$ cat config.mk
export PLATFORM = sky130hd
export DESIGN_NAME = demux_rr_scheduler
export DESIGN_NICKNAME = d
export VERILOG_FILES = /design/src/rtl/demux_sched_pkg.sv /design/src/rtl/rr_pick4.sv /design/src/rtl/demux_rr_scheduler.sv
export SDC_FILE = /design/constraint.sdc
export NUM_CORES = 1
export LEC_CHECK = 0
export CAP_MARGIN = 10
export CORE_AREA = 5 5 42 44
export DETAILED_ROUTE_END_ITERATION = 16
export DIE_AREA = 0 0 47 49
export PLACE_DENSITY = 0.71
export SYNTH_ARGS = -nofsm -noshare
export SYNTH_HDL_FRONTEND = slang
export SYNTH_HIERARCHICAL = 1
export SYNTH_SLANG_ARGS = --single-unit
$ cat constraint.sdc
create_clock -name clk -period 2.2 [get_ports clk]
set_input_delay 0.66 -clock clk [delete_from_list [all_inputs] [get_ports clk]]
set_output_delay 0.66 -clock clk [all_outputs]
set_load 0.05 [all_outputs]
$ cat src/rtl/demux_sched_pkg.sv
// Shared definitions for the round-robin demux scheduler: FSM encoding,
// channel count and the channel-to-select / one-hot helpers.
package demux_sched_pkg;

  localparam int NUM_CH = 4;

  typedef enum logic [1:0] {
    ST_IDLE  = 2'd0,
    ST_GRANT = 2'd1,
    ST_GAP   = 2'd2
  } sched_state_t;

  // Demux wiring swaps the select bits relative to the channel index.
  function automatic logic [1:0] ch_to_sel(input logic [1:0] c);
    return {c[0], c[1]};
  endfunction

  function automatic logic [3:0] ch_onehot(input logic [1:0] c);
    return 4'b0001 << c;
  endfunction

endpackage

$ cat src/rtl/rr_pick4.sv
// Combinational round-robin picker: searches upward from last+1 with
// wrap-around and reports the first requesting channel.
module rr_pick4
  import demux_sched_pkg::*;
(
  input  logic [3:0] req,
  input  logic [1:0] last,
  output logic       valid,
  output logic [1:0] idx
);

  logic [1:0] cand [NUM_CH];

  genvar gi;
  generate
    for (gi = 0; gi < NUM_CH; gi++) begin : g_cand
      assign cand[gi] = last + 2'(gi + 1);
    end
  endgenerate

  // Walk from lowest to highest priority so the highest-priority hit wins.
  always_comb begin
    valid = 1'b0;
    idx   = 2'd0;
    for (int i = NUM_CH - 1; i >= 0; i--) begin
      if (req[cand[i]]) begin
        valid = 1'b1;
        idx   = cand[i];
      end
    end
  end

endmodule

$ cat src/rtl/demux_rr_scheduler.sv
// Round-robin scheduler driving a 1-to-4 demux select/enable with a mandatory
// dead cycle between grants. Optional slot timeout: DEMUX_SCHED_SLOT_TIMEOUT_EN.
module demux_rr_scheduler
  import demux_sched_pkg::*;
#(
  parameter int SLOT_CYCLES = 8
) (
  input  logic       clk,
  input  logic       rst_n,
  input  logic [3:0] req,
  output logic [3:0] gnt,
  output logic [1:0] sel,
  output logic       en,
  output logic [1:0] ch,
  output logic       busy
);

  generate
    if (SLOT_CYCLES < 1 || SLOT_CYCLES > 255) begin : g_slot_range_check
      $error("SLOT_CYCLES must be in 1..255");
    end
  endgenerate

  sched_state_t state_reg, state_next;
  logic [3:0]   gnt_reg, gnt_next;
  logic [1:0]   sel_reg, sel_next;
  logic         en_reg, en_next;
  logic [1:0]   ch_reg, ch_next;
  logic         busy_reg, busy_next;
  logic [1:0]   last_reg, last_next;

  logic         pick_valid;
  logic [1:0]   pick_idx;
  logic         slot_expired;

  rr_pick4 u_pick (
    .req   (req),
    .last  (last_reg),
    .valid (pick_valid),
    .idx   (pick_idx)
  );

`ifdef DEMUX_SCHED_SLOT_TIMEOUT_EN
  logic [7:0] slot_cnt_reg, slot_cnt_next;

  // Counter holds 0 in the first grant cycle, so the last allowed cycle is SLOT_CYCLES-1.
  assign slot_expired = (slot_cnt_reg == 8'(SLOT_CYCLES - 1));

  always_ff @(posedge clk or negedge rst_n) begin
    if (!rst_n) slot_cnt_reg <= 8'd0;
    else        slot_cnt_reg <= slot_cnt_next;
  end
`else
  assign slot_expired = 1'b0;
`endif

  always_ff @(posedge clk or negedge rst_n) begin
    if (!rst_n) begin
      state_reg <= ST_IDLE;
      gnt_reg   <= 4'b0000;
      sel_reg   <= 2'b00;
      en_reg    <= 1'b0;
      ch_reg    <= 2'd0;
      busy_reg  <= 1'b0;
      last_reg  <= 2'd3;
    end else begin
      state_reg <= state_next;
      gnt_reg   <= gnt_next;
      sel_reg   <= sel_next;
      en_reg    <= en_next;
      ch_reg    <= ch_next;
      busy_reg  <= busy_next;
      last_reg  <= last_next;
    end
  end

  always_comb begin
    state_next = state_reg;
    gnt_next   = gnt_reg;
    sel_next   = sel_reg;
    en_next    = en_reg;
    ch_next    = ch_reg;
    busy_next  = busy_reg;
    last_next  = last_reg;
`ifdef DEMUX_SCHED_SLOT_TIMEOUT_EN
    slot_cnt_next = slot_cnt_reg;
`endif

    case (state_reg)
      ST_GRANT: begin
        if (req[ch_reg] && !slot_expired) begin
`ifdef DEMUX_SCHED_SLOT_TIMEOUT_EN
          slot_cnt_next = slot_cnt_reg + 8'd1;
`endif
        end else begin
          // SEL and CH deliberately keep their values through the gap.
          state_next = ST_GAP;
          gnt_next   = 4'b0000;
          en_next    = 1'b0;
          busy_next  = 1'b0;
        end
      end

      default: begin
        if (pick_valid) begin
          state_next = ST_GRANT;
          gnt_next   = ch_onehot(pick_idx);
          sel_next   = ch_to_sel(pick_idx);
          en_next    = 1'b1;
          ch_next    = pick_idx;
          busy_next  = 1'b1;
          last_next  = pick_idx;
`ifdef DEMUX_SCHED_SLOT_TIMEOUT_EN
          slot_cnt_next = 8'd0;
`endif
        end else begin
          state_next = ST_IDLE;
          gnt_next   = 4'b0000;
          en_next    = 1'b0;
          busy_next  = 1'b0;
        end
      end
    endcase
  end

  assign gnt  = gnt_reg;
  assign sel  = sel_reg;
  assign en   = en_reg;
  assign ch   = ch_reg;
  assign busy = busy_reg;

endmodule

[Yosys cells after proc, flatten, opt, wreduce, memory -nomap -nowiden]
Cells that the tools add are included.
Storage, ports and cells
  word-level logic and storage cells: 46
  bits in writable memories: 0
  bits in registers: 13
  input port bits: 6
  memories kept: 0
  ROM bits: 0
  latch bits: 0
Cells by class
  reductions and logical operators: 1
  multipliers: 0
  bitwise gates (word level): 1
  equality and inequality tests: 2
  div/mod/pow operators: 0
  muxes and demuxes: 27
  magnitude comparators: 5
  shifts and indexed selects: 1
  add/sub/neg operators: 3
Operators by type and width (number)
  2-bit by 3-bit < comparator with 1-bit output (second input constant): 5
  1-bit 2-to-1 mux: 13
  2-bit 2-to-1 mux: 6
  4-bit 2-to-1 mux: 3
  1-bit binary-select mux with 2-bit select: 5
  2-bit adder (second input constant): 2
  1-bit by 2-bit << shifter with 4-bit output (first input constant): 1
  2-bit by 1-bit adder with 2-bit output (second input constant): 1
  2-bit by 1-bit equality test with 1-bit output (second input constant): 1
  2-bit inequality test (second input constant): 1
  2-bit AND reduction: 1
  1-bit inverter: 1

[Longest topological paths before layout]
Gate-level depths: netlist (run 1).
  depth in word-level cells: 9
  mapped depth: 5
  depth with buffers taken out: 5

[Cells and area by module]
Netlist (run 1), hierarchy kept.
By module, submodules not included
  demux_rr_scheduler: instances 1, area each 457.9 sq um, seq. area each 252.7 sq um, cells an instance 37
  rr_pick4: instances 1, area each 91.3 sq um, seq. area each 0.0 sq um, cells an instance 14

[Worst setup path after synthesis (run 1)]
Ideal clock, no wire load.
  path kind: register to output
  from: register sel_reg[0], in the netlist sel[0]
  to: output port sel[0]
  data required time: 1.540 ns
  path slack: 0.566 ns
  stages on the path, launching flop included: 2
  buffers on the path: 1
  arrival time: 0.974 ns
  cell sequence: dfrtp_1 > buf_4
RTL lines
  start: declaration: RTL line demux_rr_scheduler.sv:26  | logic [1:0] sel_reg, sel_next;
  start signal: assignment: RTL line demux_rr_scheduler.sv:69  | sel_reg <= sel_next;
  end: declaration: RTL line demux_rr_scheduler.sv:12  | output logic [1:0] sel,
No word-level cell between the ends.

[Worst setup path after layout (run 1)]
  from: register gnt_reg[1], in the netlist gnt[1]
  to: output port gnt[1]
RTL lines
  start: declaration: RTL line demux_rr_scheduler.sv:25  | logic [3:0] gnt_reg, gnt_next;
  start signal: assignment: RTL line demux_rr_scheduler.sv:68  | gnt_reg <= gnt_next;
  end: declaration: RTL line demux_rr_scheduler.sv:11  | output logic [3:0] gnt,
No word-level cell between the ends.

==> flow_summary_export.csv, run 1 <==
group,metric,value,unit
worst_setup_path,cpMaxStageDelayCell,"sky130_fd_sc_hd__clkdlybuf4s50_1",
die,die-area,2300,um^2
yosys,yosysSeqAreaShare,46.0,%
yosys,yosysWarningCount,6,
clocking,cts_hold_buffers,0,
placed_design,place_area,697,um^2
clocking,clk_latency,270,ps
die,chipWidth,47,um
cells_and_area,largest_register_ff_count,4,
worst_setup_path,cp_num_buf_inv,1,
timing,timing.max_slew.rel_slack,66.9,%
die,die_height,49,um
timing,setup_viol,0,
routing,drt_drc_violations_left,0,
worst_setup_path,critical-path-top-delay-family,"buffers and inverters",
clocking,htree_num_levels,1,
placed_design,gpl.final_weighted_congestion,0.794,
worst_hold_path,timing.hold.worst_path_depth,1,
cells_and_area,antenna-diode-count,0,
cells_and_area,synthToLayoutAreaGrowth,31.7,%
timing,min_period,2090,ps
clocking,max-clock-path-buffers,2,
timing,final.setup.tns,0,ps
global_routing,gr-usage-all-layers,11.3,%
timing,post-route-period-util,95.1,%
yosys,mappedNetlistNets,57,
global_routing,antenna_violations_before_repair,0,
routing,drt_pass1_iterations,4,
yosys,synthesis.area_per_instance,10.8,um^2
worst_setup_path,path_class,"register to output pin",
clocking,cts_bufs_inserted,3,
clocking,cts_tree,"yes",
routing,antenna_violating_nets_post_route,0,
clocking,root_buffer,"sky130_fd_sc_hd__clkbuf_4",
routing,vias,437,
clocking,clk_pin_slew_worst_paths,70,ps
routing,post_drt_via_cell_ratio,5.14,
global_routing,grt_start_max_net_pins,11,
worst_setup_path,critPathMaxFanout,2,
yosys,post-synth-top-area-fraction,36.4,%
worst_setup_path,worstPathRequired,1540,ps
clocking,post_cts.repair.setup_buffers,0,
yosys,post_synth_instance_area,549,um^2
die,top_level_pins,16,
placed_design,dp_hpwl,841,um
timing,final_max_slew_viol_count,0,
die,design.core.area,1400,um^2
yosys,yosys.cell_types.count,22,
routing,drt-wirelength-per-cell,13.2,um
timing,timing_worst_slew_pin_value,495,ps
worst_setup_path,max_stage_delay,810,ps
global_routing,via_count_of_the_first_global_routing_pass,432,
flow_run,cap_viol_max_count,0,
routing,drt-initial-drc-count,5,
timing,achievable_clock_frequency,478,MHz
yosys,yosys.area.top_type,"sky130_fd_sc_hd__dfrtp_1",
routing,routed_wl,1130,um
cells_and_area,fillers,137,
worst_setup_path,ff2ff_path_depth,4,
worst_setup_path,cp-end-kind,"output pin",
global_routing,grt_pass1_wl,1820,um
yosys,synthCells,51,
timing,timing_hold_violations_final,0,
clocking,post_cts.resized_instances,0,
global_routing,overflow,0,
cells_and_area,postLayoutCellArea,723,um^2
placed_design,place.port_buffers,15,
worst_setup_path,critical_path_depth,1,
outcome,run_status,"finished clean",
yosys,synth.ff_latch_count,10,
timing,timing.clock.skew,2.22,ps
clocking,clock_sinks,10,
yosys,netlist_top_cells_area,"sky130_fd_sc_hd__dfrtp_1 36%, sky130_fd_sc_hd__dfstp_2 9.6%, sky130_fd_sc_hd__nand2b_1 6.8%",
die,fp-row-count,14,
worst_setup_path,critical_path_cell_sequence,"clkdlybuf4s50_1",
cells_and_area,post_route_cells_drive_above_1_share,27.5,%
cells_and_area,finalNetCount,76,
timing,unrepaired_setup_endpoints_after_global_routing,"false",
die,initial_core_util,39.2,%
worst_hold_path,timing.hold.worst.class,"register to register",
worst_setup_path,worstPathArrival,1430,ps
worst_setup_path,critical_path_start_type,"register",
## per-stage QoR
stage	worst slack [ps]	util, %	cells	hold WS (ps)
after floorplan	566	-	51	364
after global placement	37.4	49.7	81	498
after CTS	89.4	51.6	85	509
after global routing	52.1	51.6	85	531
final	108	51.6	85	503
after detailed placement	27.6	49.7	81	487
## cells in the mapped netlist
cell                       n
sky130_fd_sc_hd__a21o_1    3
sky130_fd_sc_hd__a21o_2    1
sky130_fd_sc_hd__a21oi_1   3
sky130_fd_sc_hd__a21oi_2   1
sky130_fd_sc_hd__a22o_1    2
sky130_fd_sc_hd__a22o_2    1
sky130_fd_sc_hd__a31oi_1   1
sky130_fd_sc_hd__a32o_1    1
sky130_fd_sc_hd__and2b_1   1
sky130_fd_sc_hd__and3_1    2
sky130_fd_sc_hd__buf_4     3
sky130_fd_sc_hd__dfrtp_1   8
sky130_fd_sc_hd__dfstp_2   2
sky130_fd_sc_hd__inv_1     3
sky130_fd_sc_hd__mux2i_1   3
sky130_fd_sc_hd__nand2_1   3
sky130_fd_sc_hd__nand2b_1  6
sky130_fd_sc_hd__nand3b_1  1
sky130_fd_sc_hd__nor2_1    3
sky130_fd_sc_hd__o221ai_2  1
sky130_fd_sc_hd__o22ai_4   1
sky130_fd_sc_hd__or3b_4    1
## kinds of logic after synthesis
| family | after synthesis | synth area share, % |
|---|---|---|
| flops | 10 | 46.0 |
| simple gates | 17 | 18.0 |
| buf+inv | 6 | 6.15 |
| mux | 3 | 5.47 |
| compound gates | 15 | 24.4 |
## per-layer routing
layer | vias to the layer above | wire, um | track usage, %
met5 | - | 0 | 0
met4 | 0 | 47 | 9.68
met3 | 5 | 42 | 2.21
met2 | 7 | 549 | 16.3
met1 | 205 | 487 | 13.6
li1 | 220 | - | -
## placed cells by master (no fill, tap or decap)
cell and n:
sky130_fd_sc_hd__clkbuf_4 3, sky130_fd_sc_hd__o22ai_4 1, sky130_fd_sc_hd__or3b_4 1, sky130_fd_sc_hd__buf_4 8, sky130_fd_sc_hd__o221ai_2 1, sky130_fd_sc_hd__dfstp_2 2, sky130_fd_sc_hd__nand2b_1 6, sky130_fd_sc_hd__a21oi_2 1
sky130_fd_sc_hd__a22o_2 1, sky130_fd_sc_hd__a31oi_1 1, sky130_fd_sc_hd__clkdlybuf4s50_1 9, sky130_fd_sc_hd__inv_1 3, sky130_fd_sc_hd__a21o_2 1, sky130_fd_sc_hd__nand3b_1 1, sky130_fd_sc_hd__clkbuf_1 1, sky130_fd_sc_hd__nor2_1 3
sky130_fd_sc_hd__dfrtp_1 8, sky130_fd_sc_hd__and2b_1 1, sky130_fd_sc_hd__nand2_1 3, sky130_fd_sc_hd__a21oi_1 3, sky130_fd_sc_hd__and3_1 2, sky130_fd_sc_hd__a22o_1 2, sky130_fd_sc_hd__mux2i_1 3, sky130_fd_sc_hd__a32o_1 1
sky130_fd_sc_hd__a21o_1 3
## cell type report
class | count | area [um^2] | area share, %
clock buffer | 4 | 26.3 | 3.63
inverter | 3 | 11.3 | 1.56
multi-input combinational | 35 | 263 | 36.3
sequential | 10 | 253 | 34.9
tap | 16 | 20.0 | 2.77
timing repair buffer | 17 | 150 | 20.8
## worst paths after layout
check,start,end,slack (ps)
worst max-delay path,gnt[1]$_DFFE_PN0P_,gnt[1],110
worst min-delay path,gnt[3]$_DFFE_PN0P_,gnt[3]$_DFFE_PN0P_,500
worst max register to register,last_reg[1]$_DFFE_PN1P_,gnt[3]$_DFFE_PN0P_,670
worst min register to register,gnt[3]$_DFFE_PN0P_,gnt[3]$_DFFE_PN0P_,500
max in group asynchronous,rst_n,last_reg[1]$_DFFE_PN1P_,1180
min in group asynchronous,rst_n,state_reg[0]$_DFFE_PN0P_,690
Power of run 1 is left out: the tool's default activity adds up to more than one toggle a clock period on the data nets, which glitch-free logic cannot reach.
==> run 2, diff against run 1 <==
--- a/config.mk
+++ b/config.mk
@@ -9,8 +9,7 @@
 export CORE_AREA = 5 5 42 44
 export DETAILED_ROUTE_END_ITERATION = 16
 export DIE_AREA = 0 0 47 49
-export PLACE_DENSITY = 0.71
+export PLACE_DENSITY = 0.68
 export SYNTH_ARGS = -nofsm -noshare
 export SYNTH_HDL_FRONTEND = slang
-export SYNTH_HIERARCHICAL = 1
 export SYNTH_SLANG_ARGS = --single-unit
==> run 2 against run 1 <==
Net effect:
- cell count down 4.7%
- maximum frequency about the same
- area after synthesis shrank 6.4%
- global-route usage grew 0.68 points
- critical path depth did not move
==> flow_summary_export.csv, run 2 <==
group,metric,value,unit
worst_setup_path,critPathMaxFanout,3,
yosys,mappedNetlistNets,51,
timing,unrepaired_setup_endpoints_after_global_routing,"false",
die,die_height,49,um
clocking,clk_pin_slew_worst_paths,70,ps
timing,hold_ws,498,ps
worst_setup_path,worst_setup_path_startpoint,"state_reg[0]$_DFFE_PN0P_",
global_routing,via_count_of_the_first_global_routing_pass,445,
clocking,cts_hold_buffers,0,
worst_setup_path,rr_startpoint,"last_reg[0]$_DFFE_PN1P_",
routing,drt_drc_violations_left,0,
clocking,max-clock-path-buffers,2,
yosys,synth.mux.area_fraction,8.76,%
clocking,root_buffer,"sky130_fd_sc_hd__clkbuf_4",
cells_and_area,final_common_cell,"sky130_fd_sc_hd__clkdlybuf4s50_1",
clocking,cts_tree,"yes",
flow_run,cap_viol_max_count,0,
clocking,cts_bufs_inserted,3,
routing,drt-initial-drc-count,2,
yosys,synth.ff_latch_count,10,
yosys,ys_async_sr_fraction,100,%
global_routing,grt_pass1_wl,1960,um
yosys,yosys.area_share.xor_xnor,0,%
yosys,synth_edf_count,0,
timing,achievable_clock_frequency,478,MHz
global_routing,overflow,0,
global_routing,antenna_violations_before_repair,0,
routing,vias,408,
yosys,yosys.cell_types.count,23,
yosys,synth_top_family_by_area,"compound AO/OA/AOI/OAI gates",
placed_design,gpl.final_weighted_congestion,0.692,
yosys,post_synth_instance_area,514,um^2
die,design.core.area,1400,um^2
worst_hold_path,timing.hold.worst.class,"register to register",
cells_and_area,largest_register_ff_count,4,
worst_setup_path,worstPathRequired,1540,ps
clocking,post_cts.repair.setup_buffers,0,
timing,final_max_slew_viol_count,0,
yosys,synth.cells.most_frequent,"8 x sky130_fd_sc_hd__dfrtp_1, 4 x sky130_fd_sc_hd__a22o_1, 4 x sky130_fd_sc_hd__nor2_1, 3 x sky130_fd_sc_hd__buf_4, 3 x sky130_fd_sc_hd__nand2b_1",
placed_design,place.port_buffers,15,
cells_and_area,antenna-diode-count,0,
timing,timing_hold_violations_final,0,
die,initial_core_util,36.7,%
die,chipWidth,47,um
routing,drt_pass1_iterations,4,
yosys,synth_ff_type,"sky130_fd_sc_hd__dfrtp_1",
placed_design,dp_worst_setup_slack,-92.5,ps
yosys,synth_most_common_cell,"sky130_fd_sc_hd__dfrtp_1",
routing,post_drt_via_cell_ratio,5.04,
placed_design,dp_hpwl,886,um
clocking,post_cts.resized_instances,0,
clocking,clock_sinks,10,
routing,routed_wl,1100,um
routing,drt-wirelength-per-cell,13.5,um
timing,min_period,2090,ps
clocking,clk_latency,260,ps
yosys,area_fraction_in_compound_gates_after_synthesis,18.2,%
yosys,yosysWarningCount,0,
die,fp-row-count,14,
timing,timing.max_slew.rel_slack,66.7,%
die,top_level_pins,16,
worst_setup_path,critical-path-top-delay-family,"buffers and inverters",
yosys,post-synth-top-area-fraction,38.9,%
worst_setup_path,max_stage_delay,810,ps
cells_and_area,post_route_cells_drive_above_1_share,33.8,%
yosys,yosysSeqAreaShare,49.1,%
outcome,run_status,"finished clean",
yosys,yosys.area.top_type,"sky130_fd_sc_hd__dfrtp_1",
timing,timing.clock.skew,7.60,ps
global_routing,gr-usage-all-layers,12.0,%
worst_setup_path,cpMaxStageDelayCell,"sky130_fd_sc_hd__clkdlybuf4s50_1",
worst_setup_path,path_class,"register to output pin",
yosys,netlist_top_cells_area,"sky130_fd_sc_hd__dfrtp_1 39%, sky130_fd_sc_hd__dfstp_2 10%, sky130_fd_sc_hd__a22o_1 6.8%",
cells_and_area,synthToLayoutAreaGrowth,39.7,%
worst_setup_path,critical_path_start_type,"register",
worst_setup_path,worstPathArrival,1430,ps
worst_setup_path,cp_num_buf_inv,1,
yosys,synth_simple_gate_area_share,18.0,%
worst_setup_path,critical_path_cell_sequence,"clkdlybuf4s50_1",
timing,timing_worst_slew_pin_value,497,ps
global_routing,grt_start_max_net_pins,11,
timing,setup_viol,0,
yosys,synthCells,45,
worst_setup_path,cp-end-kind,"output pin",
cells_and_area,final_cell_mix,"11 x sky130_fd_sc_hd__clkdlybuf4s50_1, 8 x sky130_fd_sc_hd__dfrtp_1, 8 x sky130_fd_sc_hd__buf_4",
timing,post-route-period-util,95.1,%
routing,antenna_violating_nets_post_route,0,
die,die-area,2300,um^2
worst_hold_path,hold_path.startpoint,"gnt[2]$_DFFE_PN0P_",
yosys,post_synthesis_share_of_cell_area_spent_on_full_adders_half_adders_and_majority_gates,0,%
cells_and_area,finalNetCount,72,
timing,final_critical_path_setup_slack,108,ps
clocking,htree_num_levels,1,
yosys,synthesis.area_per_instance,11.4,um^2
## run 2: changes by cell type after synthesis, moves of 2 or more
cell / previous run / this run
sky130_fd_sc_hd__a211oi_1: 0 / 2
sky130_fd_sc_hd__a21o_1: 3 / 0
sky130_fd_sc_hd__a21oi_1: 3 / 1
sky130_fd_sc_hd__a22o_1: 2 / 4
sky130_fd_sc_hd__and3_1: 2 / 0
sky130_fd_sc_hd__mux2_2: 0 / 2
sky130_fd_sc_hd__mux2i_1: 3 / 0
sky130_fd_sc_hd__nand2_1: 3 / 1
sky130_fd_sc_hd__nand2b_1: 6 / 3
## run 2: cell families after synthesis
family / after synthesis
buffers and inverters: 5
multiplexers: 3
AND/OR/NAND/NOR: 15
flip-flops: 10
AO/OA/AOI/OAI: 12
## run 2: through the flow
step / std cells / util [%] / TNS [ps] / cell area (um^2)
final: 81 / 51.2 / 0 / 718
after global routing: 81 / 51.2 / 0 / 718
after CTS: 81 / 51.2 / 0 / 718
after detailed placement: 77 / 48.7 / -323 / 682
after global placement: 77 / 48.7 / -291 / 682
after floorplan: 45 / - / 0 / 514
## run 2: final cells by class
type	instances	area, um^2
well taps	16	20.0
flip-flops and latches	10	253
repair buffers	19	170
multi-input cells	30	231
inverters	2	7.51
clock buffers	4	36.3
fillers	130	683
## run 2: worst paths after layout
| path | end | slack, ps | cells after the start |
|---|---|---|---|
| worst max-delay path | busy | 110 | 1 |
| worst min-delay path | gnt[2]$_DFFE_PN0P_ | 500 | 1 |
| worst max register to register | ch[0]$_DFFE_PN0P_ | 650 | 4 |
| worst min register to register | gnt[2]$_DFFE_PN0P_ | 500 | 1 |
| max in group asynchronous | last_reg[0]$_DFFE_PN1P_ | 1150 | 1 |
| min in group asynchronous | state_reg[0]$_DFFE_PN0P_ | 700 | 1 |
## run 2: per-layer routing
layer | GRT usage [%] | vias to the layer above | part of all wire (%)
li1 | - | 203 | -
met1 | 14.2 | 189 | 43
met2 | 18.6 | 14 | 51
met3 | 5.54 | 2 | 5.3
met4 | 4.15 | 0 | 1.3
met5 | 0 | - | 0
Power of run 2 is left out for the same reason.
==> RTL edit, RTL diff (config.mk and constraints of run 1) <==
Re-encode `sched_state_t` (3 states) as one-hot, 3 bits wide.
--- a/src/rtl/demux_sched_pkg.sv
+++ b/src/rtl/demux_sched_pkg.sv
@@ -6,6 +6,6 @@
 
-  typedef enum logic [1:0] {
-    ST_IDLE  = 2'd0,
-    ST_GRANT = 2'd1,
-    ST_GAP   = 2'd2
+  typedef enum logic [2:0] {
+    ST_IDLE  = 3'b001,
+    ST_GRANT = 3'b010,
+    ST_GAP   = 3'b100
   } sched_state_t;
Function: no difference found for any inputs over 10 cycles, from zero or initial values and one cycle with rst_n low; not proved beyond that.
==> RTL edit against run 1 <==
- non-clock buffer count stayed put
- utilization is 1.5 points higher
- routed wire length down 4.2%
- die area stayed put
- synthesized area rose by 3.9%
- sequential cell count is 1 higher
- design area increased by 2.9%
- global-route usage increased by 0.19 points
- setup slack better by 0.011 ns
Power is left out: the tool's default activity adds up to more than one toggle a clock period on the data nets, which glitch-free logic cannot reach.
==> RTL edit: results (changes against run 1) <==
Place
  – Post-place setup slack: 0.0825 ns (was 0.0276 ns)
  – Area post-placement: 718 um^2 (was 697 um^2)
  – Routability cong.: 0.707 (was 0.794)

Logic synthesis
  – Commonest cells post-synth: dfrtp_1, nand3_1, mux2_2, nand2_1 (was dfrtp_1, nand2b_1)
  – Synthesized area per cell: 11.0 um^2 (was 10.8 um^2)
  – Yosys cell types: 24 (was 22)
  – Post-synthesis sequential area ratio: 48.9% (was 46.0%)
  – Synth top area cells: dfrtp_1, dfstp_2, mux2_2 (was dfrtp_1, dfstp_2, nand2b_1)

Drt
  – Post-Route WL: 1080 um (was 1130 um)
  – Via density: 5.21 (was 5.14)
  – Detail Route met2 WL: 514 um (was 549 um)

Global routing
  – GR Util met3: 3.32% (was 2.21%)
  – Met1 Usage GRT: 16.8% (was 13.6%)
  – First-pass GRT wire length: 1950 um (was 1820 um)
  – Largest net degree at the start of global routing: 13 (was 11)
  – Met2 Use GR: 15.2% (was 16.3%)
  – Number of global-route vias before repair: 428 (was 432)

Critical path
  – FF-to-FF setup slack: 0.74 ns (was 0.67 ns)
  – R2r endpoint: gnt[1]$_DFFE_PN0P_ (was gnt[3]$_DFFE_PN0P_)
  – R2r worst-path depth: 5 (was 4)

Run status
  – Status: completed (unchanged)

STA
  – Tcrit/Tclk final: 94.6% (was 95.1%)
  – Setup Skew: 0.00171 ns (was 0.00222 ns)
  – Worst Max-Slew Pin Slew: 0.495 ns (about the same)

Cells and area
  – Multi-input logic area: 256 um^2 (was 263 um^2)
  – Number of fill cells: 136 (was 137)
==> RTL edit: cell types whose count changed in the layout (fill, tap and decap cells not counted), moves of 2 or more <==
cell and change:
clkdlybuf4s50_1 +2, nand3_1 +5, o21ai_1 +2, a22o_1 -2, mux2_2 +4, buf_4 -2, and3_1 -2, mux2i_1 -2
a21o_1 -3, nand2b_1 -3
==> RTL edit: worst register-to-register path: cells and delay by family (launching register included) <==
| family | cells | cell delay (ns) |
|---|---|---|
| AOI/OAI and AO/OA | 3 | 0.54 |
| DFF | 1 | 0.58 |
| and+or+nand+nor | 2 | 0.23 |
==> RTL edit: how the worst min path moves through the flow <==
stage          cells past startpoint            endpoint          startpoint  slack [ns]
2_1_floorplan                      0   ch[0]$_DFFE_PN0P_               rst_n        0.36
3_3_place_gp                       2  gnt[0]$_DFFE_PN0P_  gnt[0]$_DFFE_PN0P_        0.49
3_5_place_dp                       2  gnt[1]$_DFFE_PN0P_  gnt[1]$_DFFE_PN0P_        0.50
4_1_cts                            2  gnt[1]$_DFFE_PN0P_  gnt[1]$_DFFE_PN0P_        0.52
5_1_grt                            2  gnt[0]$_DFFE_PN0P_  gnt[0]$_DFFE_PN0P_        0.57
6_report                           2  gnt[0]$_DFFE_PN0P_  gnt[0]$_DFFE_PN0P_        0.52
==> RTL edit: logic make-up after synthesis <==
kind of cell | synth area share (%)
compound gates | 11.6
flops | 48.9
simple gates | 19.7
buf+inv | 6.14
mux | 13.6
==> RTL edit: cell type report <==
class,instances,share of cell area [%]
inverter,2,1.01
sequential,11,37.5
tap,16,2.69
multi-input combinational,35,34.5
clock buffer,4,3.53
timing repair buffer,17,20.8
